[config.mk]
export PLATFORM = sky130hd
export DESIGN_NAME = id_stage_flat
export DESIGN_NICKNAME = d
export VERILOG_FILES = /design/src/rtl/id_stage_if.sv /design/src/rtl/id_stage.sv /design/src/flat_wrapper.sv
export SDC_FILE = /design/constraint.sdc
export NUM_CORES = 2
export LEC_CHECK = 0
export CAP_MARGIN = 10
export CELL_PAD_IN_SITES_DETAIL_PLACEMENT = 1
export CELL_PAD_IN_SITES_GLOBAL_PLACEMENT = 2
export CORE_MARGIN = 2
export CORE_UTILIZATION = 43
export CTS_CLUSTER_SIZE = 28
export DETAILED_ROUTE_END_ITERATION = 10
export PLACE_DENSITY = 0.86
export SYNTH_ARGS = -nofsm -noshare
export SYNTH_HDL_FRONTEND = slang
export SYNTH_SLANG_ARGS = --single-unit
export TNS_END_PERCENT = 1
[constraint.sdc]
create_clock -name clk -period 8.4 [get_ports clk]
set_input_delay 2.52 -clock clk [delete_from_list [all_inputs] [get_ports clk]]
set_output_delay 2.52 -clock clk [all_outputs]
set_load 0.02 [all_outputs]
[src/rtl/id_stage_if.sv]
// ---------------------------------------------------------------------------
// id_stage_if
// Groups the decode stage's bus signals so the fetch/writeback/forwarding
// side and the decode stage share one bundle.
//   Fetch-stage inputs : code_ID, PC_ID, Exc_ID, BD_ID
//   Register write port: WB_we, WB_addr, WB_data
//   Forwarded operands : fwdRsEn, fwdRs, fwdRtEn, fwdRt
//   Next-PC outputs    : cmp, imm16, jmpAddr, jmpReg (combinational)
//   EX-stage outputs   : code_EX, PC_EX, rsData_EX, rtData_EX, Exc_EX, BD_EX
// Modports: master drives the stage inputs, slave is the decode stage itself.
// ---------------------------------------------------------------------------
interface id_stage_if;
  logic [31:0] code_ID;
  logic [31:0] PC_ID;
  logic [6:2]  Exc_ID;
  logic        BD_ID;

  logic        WB_we;
  logic [4:0]  WB_addr;
  logic [31:0] WB_data;

  logic        fwdRsEn;
  logic [31:0] fwdRs;
  logic        fwdRtEn;
  logic [31:0] fwdRt;

  logic        cmp;
  logic [15:0] imm16;
  logic [25:0] jmpAddr;
  logic [31:0] jmpReg;

  logic [31:0] code_EX;
  logic [31:0] PC_EX;
  logic [31:0] rsData_EX;
  logic [31:0] rtData_EX;
  logic [6:2]  Exc_EX;
  logic        BD_EX;

  modport master (
    output code_ID, PC_ID, Exc_ID, BD_ID,
    output WB_we, WB_addr, WB_data,
    output fwdRsEn, fwdRs, fwdRtEn, fwdRt,
    input  cmp, imm16, jmpAddr, jmpReg,
    input  code_EX, PC_EX, rsData_EX, rtData_EX, Exc_EX, BD_EX
  );

  modport slave (
    input  code_ID, PC_ID, Exc_ID, BD_ID,
    input  WB_we, WB_addr, WB_data,
    input  fwdRsEn, fwdRs, fwdRtEn, fwdRt,
    output cmp, imm16, jmpAddr, jmpReg,
    output code_EX, PC_EX, rsData_EX, rtData_EX, Exc_EX, BD_EX
  );
endinterface

[src/rtl/id_stage.sv]
// ---------------------------------------------------------------------------
// id_stage
// Instruction-decode stage of a MIPS-style pipeline: 32x32 register file,
// operand selection with forwarding, branch comparison for the next-PC
// logic, and the ID/EX pipeline registers.
// Ports:
//   clk   - rising-edge clock
//   reset - synchronous active-high reset (clears register file and EX regs)
//   stall - hold the EX registers (register-file writes still happen)
//   clr   - flush the EX registers to zero (wins over stall)
//   bus   - id_stage_if.slave, see rtl/id_stage_if.sv for the signal list
// Build option:
//   GRF_BYPASS_EN - when defined, a same-cycle writeback to the register
//                   being read is passed straight through to the read port.
// ---------------------------------------------------------------------------
module id_stage (
  input logic       clk,
  input logic       reset,
  input logic       stall,
  input logic       clr,
  id_stage_if.slave bus
);

  localparam logic [5:0] OP_REGIMM = 6'b000001;
  localparam logic [5:0] OP_BEQ    = 6'b000100;
  localparam logic [5:0] OP_BNE    = 6'b000101;
  localparam logic [5:0] OP_BLEZ   = 6'b000110;
  localparam logic [5:0] OP_BGTZ   = 6'b000111;

  logic [31:0] r_grf [32];

  logic [31:0] r_codeEx;
  logic [31:0] r_pcEx;
  logic [31:0] r_rsEx;
  logic [31:0] r_rtEx;
  logic [6:2]  r_excEx;
  logic        r_bdEx;

  logic [5:0]  w_opcode;
  logic [4:0]  w_rsAddr;
  logic [4:0]  w_rtAddr;
  logic [31:0] w_rsGrf;
  logic [31:0] w_rtGrf;
  logic [31:0] w_rsVal;
  logic [31:0] w_rtVal;
  logic        w_cmp;

  assign w_opcode = bus.code_ID[31:26];
  assign w_rsAddr = bus.code_ID[25:21];
  assign w_rtAddr = bus.code_ID[20:16];

  // Register-file read ports. Register 0 is hard-wired to zero regardless
  // of array contents; the optional write-through path lets a writeback in
  // the same cycle be seen without waiting for the array update.
  always_comb begin
    w_rsGrf = (w_rsAddr == 5'd0) ? 32'd0 : r_grf[w_rsAddr];
    w_rtGrf = (w_rtAddr == 5'd0) ? 32'd0 : r_grf[w_rtAddr];
`ifdef GRF_BYPASS_EN
    if (bus.WB_we && (bus.WB_addr != 5'd0)) begin
      if (bus.WB_addr == w_rsAddr) begin
        w_rsGrf = bus.WB_data;
      end
      if (bus.WB_addr == w_rtAddr) begin
        w_rtGrf = bus.WB_data;
      end
    end
`endif
  end

  // Forwarded values from later stages are newer than anything in the
  // register file, so they take precedence.
  assign w_rsVal = bus.fwdRsEn ? bus.fwdRs : w_rsGrf;
  assign w_rtVal = bus.fwdRtEn ? bus.fwdRt : w_rtGrf;

  // Branch condition evaluated in decode so the fetch stage can redirect
  // without waiting for EX. The signed tests only need the sign bit and a
  // zero check.
  always_comb begin
    w_cmp = 1'b0;
    case (w_opcode)
      OP_BEQ:  w_cmp = (w_rsVal == w_rtVal);
      OP_BNE:  w_cmp = (w_rsVal != w_rtVal);
      OP_BLEZ: w_cmp = w_rsVal[31] || (w_rsVal == 32'd0);
      OP_BGTZ: w_cmp = !w_rsVal[31] && (w_rsVal != 32'd0);
      OP_REGIMM: begin
        if (w_rtAddr == 5'd0) begin
          w_cmp = w_rsVal[31];
        end else if (w_rtAddr == 5'd1) begin
          w_cmp = !w_rsVal[31];
        end
      end
      default: w_cmp = 1'b0;
    endcase
  end

  assign bus.cmp     = w_cmp;
  assign bus.imm16   = bus.code_ID[15:0];
  assign bus.jmpAddr = bus.code_ID[25:0];
  assign bus.jmpReg  = w_rsVal;

  // Register-file write port. Independent of stall/clr so writebacks are
  // never lost; a write coincident with reset is dropped.
  always_ff @(posedge clk) begin
    if (reset) begin
      for (int i = 0; i < 32; i++) begin
        r_grf[i] <= 32'd0;
      end
    end else if (bus.WB_we && (bus.WB_addr != 5'd0)) begin
      r_grf[bus.WB_addr] <= bus.WB_data;
    end
  end

  // ID/EX pipeline registers. Flush beats stall so a squashed instruction
  // cannot linger in EX while the front end is held.
  always_ff @(posedge clk) begin
    if (reset || clr) begin
      r_codeEx <= 32'd0;
      r_pcEx   <= 32'd0;
      r_rsEx   <= 32'd0;
      r_rtEx   <= 32'd0;
      r_excEx  <= 5'd0;
      r_bdEx   <= 1'b0;
    end else if (!stall) begin
      r_codeEx <= bus.code_ID;
      r_pcEx   <= bus.PC_ID;
      r_rsEx   <= w_rsVal;
      r_rtEx   <= w_rtVal;
      r_excEx  <= bus.Exc_ID;
      r_bdEx   <= bus.BD_ID;
    end
  end

  assign bus.code_EX   = r_codeEx;
  assign bus.PC_EX     = r_pcEx;
  assign bus.rsData_EX = r_rsEx;
  assign bus.rtData_EX = r_rtEx;
  assign bus.Exc_EX    = r_excEx;
  assign bus.BD_EX     = r_bdEx;

endmodule

[src/flat_wrapper.sv]
// flat-port wrapper written by rule: the top's interface ports become plain ports
module id_stage_flat 
  (clk, reset, stall, clr, bus_code_ID, bus_PC_ID, bus_Exc_ID, bus_BD_ID, bus_WB_we, bus_WB_addr, bus_WB_data, bus_fwdRsEn, bus_fwdRs, bus_fwdRtEn, bus_fwdRt, bus_cmp, bus_imm16, bus_jmpAddr, bus_jmpReg, bus_code_EX, bus_PC_EX, bus_rsData_EX, bus_rtData_EX, bus_Exc_EX, bus_BD_EX);
  id_stage_if bus_i ();
  input logic clk;
  input logic reset;
  input logic stall;
  input logic clr;
  input wire logic [$bits(bus_i.code_ID)-1:0] bus_code_ID;
  input wire logic [$bits(bus_i.PC_ID)-1:0] bus_PC_ID;
  input wire logic [$bits(bus_i.Exc_ID)-1:0] bus_Exc_ID;
  input wire logic [$bits(bus_i.BD_ID)-1:0] bus_BD_ID;
  input wire logic [$bits(bus_i.WB_we)-1:0] bus_WB_we;
  input wire logic [$bits(bus_i.WB_addr)-1:0] bus_WB_addr;
  input wire logic [$bits(bus_i.WB_data)-1:0] bus_WB_data;
  input wire logic [$bits(bus_i.fwdRsEn)-1:0] bus_fwdRsEn;
  input wire logic [$bits(bus_i.fwdRs)-1:0] bus_fwdRs;
  input wire logic [$bits(bus_i.fwdRtEn)-1:0] bus_fwdRtEn;
  input wire logic [$bits(bus_i.fwdRt)-1:0] bus_fwdRt;
  output wire logic [$bits(bus_i.cmp)-1:0] bus_cmp;
  output wire logic [$bits(bus_i.imm16)-1:0] bus_imm16;
  output wire logic [$bits(bus_i.jmpAddr)-1:0] bus_jmpAddr;
  output wire logic [$bits(bus_i.jmpReg)-1:0] bus_jmpReg;
  output wire logic [$bits(bus_i.code_EX)-1:0] bus_code_EX;
  output wire logic [$bits(bus_i.PC_EX)-1:0] bus_PC_EX;
  output wire logic [$bits(bus_i.rsData_EX)-1:0] bus_rsData_EX;
  output wire logic [$bits(bus_i.rtData_EX)-1:0] bus_rtData_EX;
  output wire logic [$bits(bus_i.Exc_EX)-1:0] bus_Exc_EX;
  output wire logic [$bits(bus_i.BD_EX)-1:0] bus_BD_EX;
  assign bus_i.code_ID = bus_code_ID;
  assign bus_i.PC_ID = bus_PC_ID;
  assign bus_i.Exc_ID = bus_Exc_ID;
  assign bus_i.BD_ID = bus_BD_ID;
  assign bus_i.WB_we = bus_WB_we;
  assign bus_i.WB_addr = bus_WB_addr;
  assign bus_i.WB_data = bus_WB_data;
  assign bus_i.fwdRsEn = bus_fwdRsEn;
  assign bus_i.fwdRs = bus_fwdRs;
  assign bus_i.fwdRtEn = bus_fwdRtEn;
  assign bus_i.fwdRt = bus_fwdRt;
  assign bus_cmp = bus_i.cmp;
  assign bus_imm16 = bus_i.imm16;
  assign bus_jmpAddr = bus_i.jmpAddr;
  assign bus_jmpReg = bus_i.jmpReg;
  assign bus_code_EX = bus_i.code_EX;
  assign bus_PC_EX = bus_i.PC_EX;
  assign bus_rsData_EX = bus_i.rsData_EX;
  assign bus_rtData_EX = bus_i.rtData_EX;
  assign bus_Exc_EX = bus_i.Exc_EX;
  assign bus_BD_EX = bus_i.BD_EX;
  id_stage u_core (.clk(clk), .reset(reset), .stall(stall), .clr(clr), .bus(bus_i));
endmodule
==> results.md <==
- Broken down by cell family, the worst path's largest delay share belongs to compound AO/OA/AOI/OAI gates.
- Across the run, the number of max-cap violations was 0.
- The average size of a mapped cell is ~14 µm².
- The clock transition at the register clock pins on the worst setup and hold paths after CTS is 0.06 ns.
- The number of antenna violations at the first check in global routing came to 17.
- The clock latency at the later pin of the worst-skew pair is 0.80 ns.
- On the critical path, the stage with the largest delay is an instance of sky130_fd_sc_hd__a31oi_1.
- The maximum clock path buffer count is 3.
- The most common library cell in the layout ignoring fill and taps is sky130_fd_sc_hd__edfxtp_1.
- For this run, design rule violations remaining after detail routing come to 0.
- 387 I/O pins were placed.
- The critical path contains buffers and inverters numbering 6 combined.
- STA puts the critical path data arrival time at 6.32 ns.
- For this run, the number of Yosys warnings is 0.
- The floorplan step set the die height to ~380 µm.
- The run finished, with violations left.
- The total of hold buffers inserted after clock tree synthesis is 0.
- Once layout is complete, the utilization of the core stands at 53.97%.
- For this run, the total global-route usage over all layers was measured as between 30 and 40%.
- Dividing the detail-routed wire length by the instance count gives 39.23 µm.
- The sequential cell area is ~33000 µm².
- The area of the multi-input gates is 25960 µm².
- The library cells used most frequently in the layout, excluding fill and tap cells, are 1024 x sky130_fd_sc_hd__edfxtp_1, 1002 x sky130_fd_sc_hd__and2_1, 656 x sky130_fd_sc_hd__buf_4.
- The iteration count of the initial detailed-routing pass is 7.
- The count of filler cells inserted in the layout is 13910.
- The routed design has 287200 µm of wire.
- The floorplan step defined a die boundary enclosing 145800 µm².
- Summed over all nets, the switching power comes to 4.220 mW.
- By startpoint and endpoint, the worst setup path is classified as input port to primary output.
- The floorplan step defined a core boundary enclosing 141600 µm².
- The count of standard-cell rows is between 100 and 150.
- The tree is rooted in a sky130_fd_sc_hd__clkbuf_16.
- The clock skew after layout is 0.02772 ns.
- The number of failing hold endpoints at the final stage was 0.
- Counting flops with a built-in enable in the synthesized netlist gives 1024.
- The first global-routing pass estimated 391300 µm of wire.
- The starting utilization of the core area is 43.36%.
- The count of buffers added on input and output ports is 386.
- The leading register cell type out of synthesis is sky130_fd_sc_hd__edfxtp_1.
- Synthesis produced a netlist whose cell count is roughly 4500.
- For this block, the initial DRC count from the detailed router was just under 7000.
- The final net count is 5495.
- Summed over all failing endpoints, the final setup total negative slack is -0.4365 ns.
- The sequential-to-total area share from yosys stat is a little over half.
- The number of vias per cell is 6.551.
- The clock tree synthesis step divided the H-tree into 4 levels.
- The remaining max-slew budget at the tightest pin is a little over an eighth.
- The detailed-placement wirelength estimate is approximately 200000 µm.
- Global routing finished with a remaining overflow of 0.
- The combinational cell fraction of total power is 17.3%.
- After synthesis, the share of flip-flops with an asynchronous set or reset is 0%.
- The part of the total power dissipated in sequential elements is 44.2%.
- TritonCTS built the clock tree.
- The die width is ~380 µm.
- Per report_power, the clock group accounts for 38.5% of the total.
- The minimum clock period is between 8 and 9 ns.
- The cell area power density is 199.8 nW/µm².
- The worst setup path is captured at a primary output.
- The startpoint class of the critical path is an input port.
- The fraction of power spent switching nets is 27.64%.
- Summing all placed instances gives a cell area of 71130 µm².
- The synthesized netlist occupies a cell area of a little over 60000 µm².
- The standby leakage power is 28.41 nW.
- The count of vias placed by the detailed router is 47940.
- At the pin with the least slew margin, the transition time is 1.299 ns.
- The highest clock rate is around 0.11 GHz.
- In the post-route analysis, the smallest setup slack over all paths is -0.4365 ns.
- Setup repair after global routing could not meet its margin everywhere.
- The worst hold path belongs to the class flip-flop to flip-flop.
- The final cycle utilization of the critical path is 105.2%.
- For this design, the sink count on the clock tree is 1158.
- The synthesized design contains 1158 register bits.
- STA puts the critical path data required time at approximately 5.9 ns.
- The final reports fail on negative setup slack.
- Walking the worst path, the cells encountered are buf_8, buf_4, buf_12, buf_4, mux4_2, a21oi_1, a31oi_1, nor3_1, a221oi_4, xor2_1, nand4_1, nor4_2, buf_4, a41oi_4, xor2_1, o21ai_1, buf_4.
- The remaining antenna violation count is 0.
- The final number of max-transition violations is 0.
- At the end of routability-driven placement, the weighted congestion stood at between 1 and 1.5.
- The number of different library cells used by synthesis comes to 84.
- The summed area of non-filler cells in the final layout is 76410 µm².
- The count of final setup violators is 1.
- The delay of the slowest cell on the worst path is about 0.58 ns.
- The number of buffers created by CTS is 136.
- The maximum vdd ir drop is 0.1431 mV.
- The largest driver fanout on the critical path is 12.
- The area growth from synthesis to layout is 24.48%.
- The via count of the first global-routing pass is about 50000.
- In the final layout, the share of cells above drive strength 1 is roughly 28%.
- The pin count of the biggest net entering global routing is a little over 90.
- The total power consumption of the routed design is 15.26 mW.
- The cell type with the highest occurrence count on the critical path is sky130_fd_sc_hd__buf_4.
- The internal power of the cells totals 11.04 mW.
==> kinds of logic (layout without fill, tap and decap cells) <==
logic type	count (synthesis)	after routing	synth area share, %
other cells	1	38	0.006109
flops	1158	1158	54.46
xor+xnor	33	33	0.4708
simple gates	1597	1597	14.58
compound gates	441	441	5.379
mux	792	792	20.90
buf+inv	496	1370	4.199
==> per-layer routing <==
metal | up-vias | share of wire, % | track usage [%]
met5 | - | 0.11 | 1.224
met4 | 10 | 8.1 | 25.60
met3 | 977 | 13 | 12.46
met2 | 3837 | 44 | 58.74
met1 | 24620 | 35 | 47.38
li1 | 18510 | - | -
==> cell type report <==
type | instances | area share [%]
Inverter | 16 | 0.07860
Timing Repair Buffer | 1110 | 13.45
Multi-Input combinational cell | 2895 | 33.98
Clock inverter | 53 | 0.6255
Sequential cell | 1158 | 43.75
Tap cell | 1890 | 3.095
Antenna cell | 6 | 0.01965
Clock buffer | 191 | 4.996
==> power groups by stage <==
stage,sequential [mW],combinational (mW),clock [mW]
floorplan,6.80,1.14,0
global placement,6.82,2.44,0
detailed placement,6.85,2.46,0
CTS,6.74,2.55,5.90
global route,6.77,2.67,6.11
finish,6.75,2.64,5.87
==> cell usage after synthesis, drive strengths merged (5+ instances only) <==
| master | count | area share, % |
|---|---|---|
| dfxtp | 134 | 4.4 |
| nand3 | 22 | 0.18 |
| a211oi | 23 | 0.29 |
| clkbuf | 278 | 1.7 |
| or3b | 7 | 0.10 |
| o21ai | 41 | 0.33 |
| nand2b | 9 | 0.092 |
| mux2i | 373 | 6.1 |
| mux4 | 389 | 14 |
| nor3 | 6 | 0.049 |
| a221o | 9 | 0.15 |
| nand2 | 201 | 1.2 |
| edfxtp | 1024 | 50 |
| mux2 | 30 | 0.55 |
| nand3b | 6 | 0.094 |
| a22oi | 51 | 0.62 |
| o211ai | 17 | 0.21 |
| o221ai | 20 | 0.29 |
| a221oi | 43 | 0.74 |
| a2bb2oi | 6 | 0.086 |
| inv | 16 | 0.098 |
| o22ai | 51 | 0.52 |
| o2111ai | 6 | 0.086 |
| a41oi | 6 | 0.11 |
| nor2 | 241 | 1.5 |
| buf | 202 | 2.4 |
| a22o | 18 | 0.26 |
| a211o | 5 | 0.071 |
| nand4 | 16 | 0.16 |
| o22a | 7 | 0.10 |
| or2 | 34 | 0.35 |
| nor2b | 21 | 0.21 |
| a2111oi | 13 | 0.19 |
| a32oi | 5 | 0.084 |
| a21oi | 75 | 0.61 |
| and2 | 1002 | 10 |
| xnor2 | 15 | 0.21 |
| a31oi | 12 | 0.13 |
| nor3b | 7 | 0.094 |
| nor4 | 11 | 0.14 |
| xor2 | 18 | 0.26 |
| o2bb2ai | 6 | 0.086 |
==> final timing paths <==
path | start | endpoint | slack [ns] | depth (start not counted)
worst max-delay path | bus_code_ID[22] | bus_cmp | -0.44 | 17
worst min-delay path | u_core.bus.rsData_EX[19] | u_core.bus.rsData_EX[19] | 0.46 | 2
worst max register to register | u_core.r_grf[18][1] | u_core.bus.rtData_EX[1] | 5.44 | 10
worst min register to register | u_core.bus.rsData_EX[19] | u_core.bus.rsData_EX[19] | 0.46 | 2
==> state kept, by name, summed over array words and instances (netlist names) <==
signal,count
u_core.r_grf,1024
u_core.bus.rtData_EX,32
u_core.bus.BD_EX,1
u_core.bus.Exc_EX,5
u_core.bus.PC_EX,32
u_core.bus.code_EX,32
u_core.bus.rsData_EX,32
==> worst reg2reg max path: cells and delay by family (launching register included) <==
kind	cells	cell delay (ns)
AND/OR/NAND/NOR	3	0.39
flip-flops	1	0.41
AO/OA/AOI/OAI	2	0.92
buffers and inverters	3	0.47
multiplexers	2	0.63
==> stage by stage <==
step,worst slack [ns],cells,hold slack [ns]
2_1_floorplan,0.1189,4549,0.5409
3_3_place_gp,-1.185,7029,0.4502
3_5_place_dp,-1.113,7029,0.4625
4_1_cts,-0.1856,7308,0.4715
5_1_grt,-0.3554,7315,0.4922
6_report,-0.4365,7319,0.4644
==> timing repair <==
item | CTS | global route
endpoints found under the setup margin | 2 | 1
resized for setup | 108 | 12
cloned | 4 | 0
setup buffers | 31 | 3
pin swaps | 10 | 7
Note: power is estimated with default switching activity, not from simulation.
